<file path="src/rtl/quad_step_decoder.sv">
// Quadrature A/B front end: 2-flop sync, per-channel glitch filter, x4 decode to step/up_down, wrapping position, sticky err.
// Optional index channel enc_z (zeroes position on filtered rising edge) is enabled by defining QUAD_IDX_EN.
module quad_step_decoder #(
  parameter int FILTER_LEN = 3,
  parameter int POS_WIDTH  = 4
) (
  input  logic                 clk,
  input  logic                 reset,
  input  logic                 ena,
  input  logic                 enc_a,
  input  logic                 enc_b,
`ifdef QUAD_IDX_EN
  input  logic                 enc_z,
`endif
  input  logic                 set,
  input  logic [POS_WIDTH-1:0] set_value,
  input  logic                 err_clr,
  output logic                 step,
  output logic                 up_down,
  output logic [POS_WIDTH-1:0] position,
  output logic                 err
);

`ifdef QUAD_IDX_EN
  localparam int NCH = 3;
`else
  localparam int NCH = 2;
`endif

  localparam logic [3:0]           CNT_LAST   = 4'(FILTER_LEN - 1);
  localparam logic [4:0]           BLANK_INIT = 5'(FILTER_LEN + 2);
  localparam logic [POS_WIDTH-1:0] POS_ONE    = POS_WIDTH'(1);

  // Channel index: 0 = A, 1 = B, 2 = Z (index build only)
  logic [NCH-1:0] raw;
  logic [NCH-1:0] sync1;
  logic [NCH-1:0] sync2;
  logic [NCH-1:0] filt;
  logic [NCH-1:0] prev;
  logic [3:0]     cnt [NCH];
  logic [4:0]     blank;

`ifdef QUAD_IDX_EN
  assign raw = {enc_z, enc_b, enc_a};
`else
  assign raw = {enc_b, enc_a};
`endif

  always_ff @(posedge clk) begin
    if (reset) begin
      sync1 <= '0;
      sync2 <= '0;
      filt  <= '0;
      prev  <= '0;
      blank <= BLANK_INIT;
      for (int i = 0; i < NCH; i++) cnt[i] <= '0;
    end else begin
      sync1 <= raw;
      sync2 <= sync1;
      prev  <= filt;
      if (blank != 5'd0) blank <= blank - 5'd1;
      for (int i = 0; i < NCH; i++) begin
        // During blanking the filter is bypassed so filt settles on the encoder's rest state
        if (blank != 5'd0) begin
          filt[i] <= sync2[i];
          cnt[i]  <= '0;
        end else if (sync2[i] == filt[i]) begin
          cnt[i]  <= '0;
        end else if (cnt[i] == CNT_LAST) begin
          filt[i] <= sync2[i];
          cnt[i]  <= '0;
        end else begin
          cnt[i]  <= cnt[i] + 4'd1;
        end
      end
    end
  end

  logic [1:0] ab_diff;
  logic       live;
  logic       legal;
  logic       illegal;
  logic       dir;
  logic       step_nxt;
  logic       err_set;
  logic       idx_zero;

  always_comb begin
    ab_diff  = filt[1:0] ^ prev[1:0];
    live     = ena && (blank == 5'd0);
    legal    = ab_diff[0] ^ ab_diff[1];
    illegal  = ab_diff[0] & ab_diff[1];
    // A leads B when going up: new A differs from old B
    dir      = filt[0] ^ prev[1];
    step_nxt = live & legal;
    err_set  = live & illegal;
`ifdef QUAD_IDX_EN
    idx_zero = live & filt[2] & ~prev[2];
`else
    idx_zero = 1'b0;
`endif
  end

  always_ff @(posedge clk) begin
    if (reset) begin
      step     <= 1'b0;
      up_down  <= 1'b0;
      position <= '0;
      err      <= 1'b0;
    end else begin
      step <= step_nxt;
      if (step_nxt) up_down <= dir;
      if (set)
        position <= set_value;
      else if (idx_zero)
        position <= '0;
      else if (step_nxt)
        position <= dir ? position + POS_ONE : position - POS_ONE;
      if (err_set)
        err <= 1'b1;
      else if (err_clr)
        err <= 1'b0;
    end
  end

endmodule
</file>
<file path="config.mk">
export PLATFORM = sky130hd
export DESIGN_NAME = quad_step_decoder
export DESIGN_NICKNAME = d
export VERILOG_FILES = /design/src/rtl/quad_step_decoder.sv
export SDC_FILE = /design/constraint.sdc
export NUM_CORES = 1
export LEC_CHECK = 0
export ABC_AREA = 1
export CAP_MARGIN = 20
export CORE_MARGIN = 10
export CORE_UTILIZATION = 35
export CTS_CLUSTER_SIZE = 12
export DETAILED_ROUTE_END_ITERATION = 10
export PLACE_DENSITY = 0.65
export SKIP_CTS_REPAIR_TIMING = 1
export SLEW_MARGIN = 25
export SYNTH_ARGS = -nofsm -noshare
export SYNTH_HDL_FRONTEND = slang
export SYNTH_SLANG_ARGS = --single-unit
</file>
<file path="constraint.sdc">
create_clock -name clk -period 2.1 [get_ports clk]
set_clock_uncertainty 0.05 [all_clocks]
set_input_delay 0.63 -clock clk [delete_from_list [all_inputs] [get_ports clk]]
set_output_delay 0.63 -clock clk [all_outputs]
set_load 0.03 [all_outputs]
</file>
==> results.cfg, run 1 <==
[status]
status = finished clean

[global_routing]
grt_max_degree = 17
antenna_found_initial = 0
grt_usage_pct = 7.297
grt_pass1_wl_um = 4402
grt_overflow_total = 0
grt_pass1_vias = 1023

[sta]
final.min_clock_period_ns = 2.042
fmax_mhz = 489.7
whs_ns = 0.3569
setup_viol = 0
slew_viol_final = 0
hold_viol = 0
period_share_pct = 97.24
setup-tns-final_ns = 0
rsz0062_at_grt = no

[clock_network]
cts_tree = yes
cts.sinks = 28
clockBufferDepth = 2
htreeDepth = 1
clk_latency_ns = 0.28
clk_pin_slew_ns = 0.10
root_buffer = clkbuf_8
cts_buffers = 3

[place]
placed_cell_area_um2 = 1683
place_hpwl_um = 1912
port_buffers = 17
gp_congestion = 0.7510

[cells_and_area]
antenna_cells = 0
syn2layout_area_growth_pct = 23.88
final_common_cell = inv_1
final_cell_mix = inv_1 (25), nor2_1 (23), dfxtp_1 (20)
drive_above_1_share_pct = 9.574
multi_input_area_um2 = 704.4
n_fill_cell = 400
fin_nets = 210
stdcell_area_um2 = 1759
area.sequential_um2 = 640.6

[drt]
drt_iter0_drc = 46
drc = 0
vias_per_cell = 4.437
routedWlPerCell_um = 10.13
num_vias = 1056
drt_first_pass_iters = 4
wirelength_um = 2412
final_antenna_net_count = 0

[die]
start_util_pct = 35.76
die_h_um = 83.70
dieArea_um2 = 7006
core_area_um2 = 3971
pin_count = 18
row_count = 23
die_x_um = 83.70

[setup_path]
crit_slowest_cell = clkdlybuf4s50_1
critical-path-top-delay-family = buffers and inverters
path_max_fanout = 3
worstSetupPathType = reg -> out
path_cells = clkdlybuf4s50_1
setup.worst_path.start_class = register
crit_buf_inv = 1
cp.required_ns = 1.42
critPathArrivalTime_ns = 1.36
end_kind = output port
max_stage_delay_ns = 0.70

[yosys]
yosys-top-cells-area = dfxtp_1 (28%), edfxtp_1 (17%), ha_1 (7.9%)
ys_ff_latch = 28
syn_inst = 160
syn_area_um2 = 1420
yosys_warnings = 0
yosysUniqueCellTypes = 26
yosysTopAreaCell = dfxtp_1
yosysTopAreaCellShare_pct = 28.19
synth_area_per_cell_um2 = 8.876
ys_seq_area_share_pct = 45.11

[power]
ir_drop_mv = 0.4112
leakage_nw = 0.7991
powerDensity_nw_per_um2 = 720.4

[min_path]
hold_path.class = reg -> reg

[job]
max-cap-violations = 0
==> registers in the layout, summed over array words and instances (netlist names) <==
name and cells:
sync2 2, cnt 8, err 1, blank 5
step 1, sync1 2, position 4, up_down 1
prev 2, filt 2
==> power breakdown <==
group	switching (mW)	leakage (nW)	internal, mW
logic	0.124	0.517	0.0941
clock network	0.170	0.0357	0.255
registers	0.0346	0.247	0.589
==> worst register-to-register path, stage by stage, from the launching register on <==
cell and delay [ns]:
dfxtp_1 0.47, nand2_1 0.11, nand2_1 0.13, inv_1 0.08, fa_1 0.37, xor2_1 0.17
o21ai_0 0.16, nand2_1 0.08, a21oi_1 0.12
==> cells in the mapped netlist <==
master     n
inv_1     25
nor2_1    23
dfxtp_1   20
nand2_1   17
a21oi_1   12
nand3_1   11
ha_1       9
edfxtp_1   8
o21ai_0    6
xor2_1     5
nor2_4     3
xnor2_1    3
a21oi_4    2
nor3_1     2
o211ai_2   2
o21ai_1    2
a21oi_2    1
clkbuf_1   1
conb_1     1
fa_1       1
inv_2      1
nand2_2    1
nand2_4    1
nand3_2    1
nand4_4    1
o21a_1     1
==> stage by stage <==
step	setup slack, ns	total power, mW	cells	util [%]
CTS	-0.002180	1.286	238	44.17
floorplan	0.4624	0.7902	167	-
detailed placement	0.1756	0.8567	234	42.38
global placement	0.1750	0.8563	234	42.38
global route	0.001357	1.344	238	44.30
finish	0.05799	1.267	238	44.30
==> routing by layer <==
metal	up-vias	share of wire [%]	track usage [%]
met5	-	0	0
met4	0	1.5	2.740
met3	4	3.7	2.148
met2	18	46	12.47
met1	471	48	8.301
li1	563	-	-
==> cell type report <==
type	count	area share (%)
flip-flops and latches	28	36.42
clock buffers	3	2.347
repair buffers	18	10.38
multi-input cells	112	40.04
clock inverters	1	1.707
inverters	26	5.548
well taps	50	3.556
==> final timing paths <==
check,startpoint,end,slack (ns),cells after the start
max reg2reg,filt[0],position[2],0.31,8
min reg2reg,sync1[1],sync2[1],0.36,2
min,sync1[1],sync2[1],0.36,2
max,position[2],position[2],0.06,1
==> kinds of logic after synthesis <==
kind of cell,after synthesis,synth area share [%]
xor gates and xnor gates,8,4.934
and+or+nand+nor,60,20.97
AOI/OAI and AO/OA,26,12.25
DFF,28,45.11
buffers and inverters,27,7.136
adders and majority gates,10,9.339
other,1,0.2641
Power figures use the tool's default switching activity.
==> inputs of run 2 (changes only) <==
--- a/config.mk
+++ b/config.mk
@@ -6,7 +6,7 @@
 export NUM_CORES = 1
 export LEC_CHECK = 0
 export ABC_AREA = 1
-export CAP_MARGIN = 20
+export CAP_MARGIN = 10
 export CORE_MARGIN = 10
 export CORE_UTILIZATION = 35
 export CTS_CLUSTER_SIZE = 12
==> results of run 2 <==
The final DEF is identical to that of run 1; final timing and power are the same.
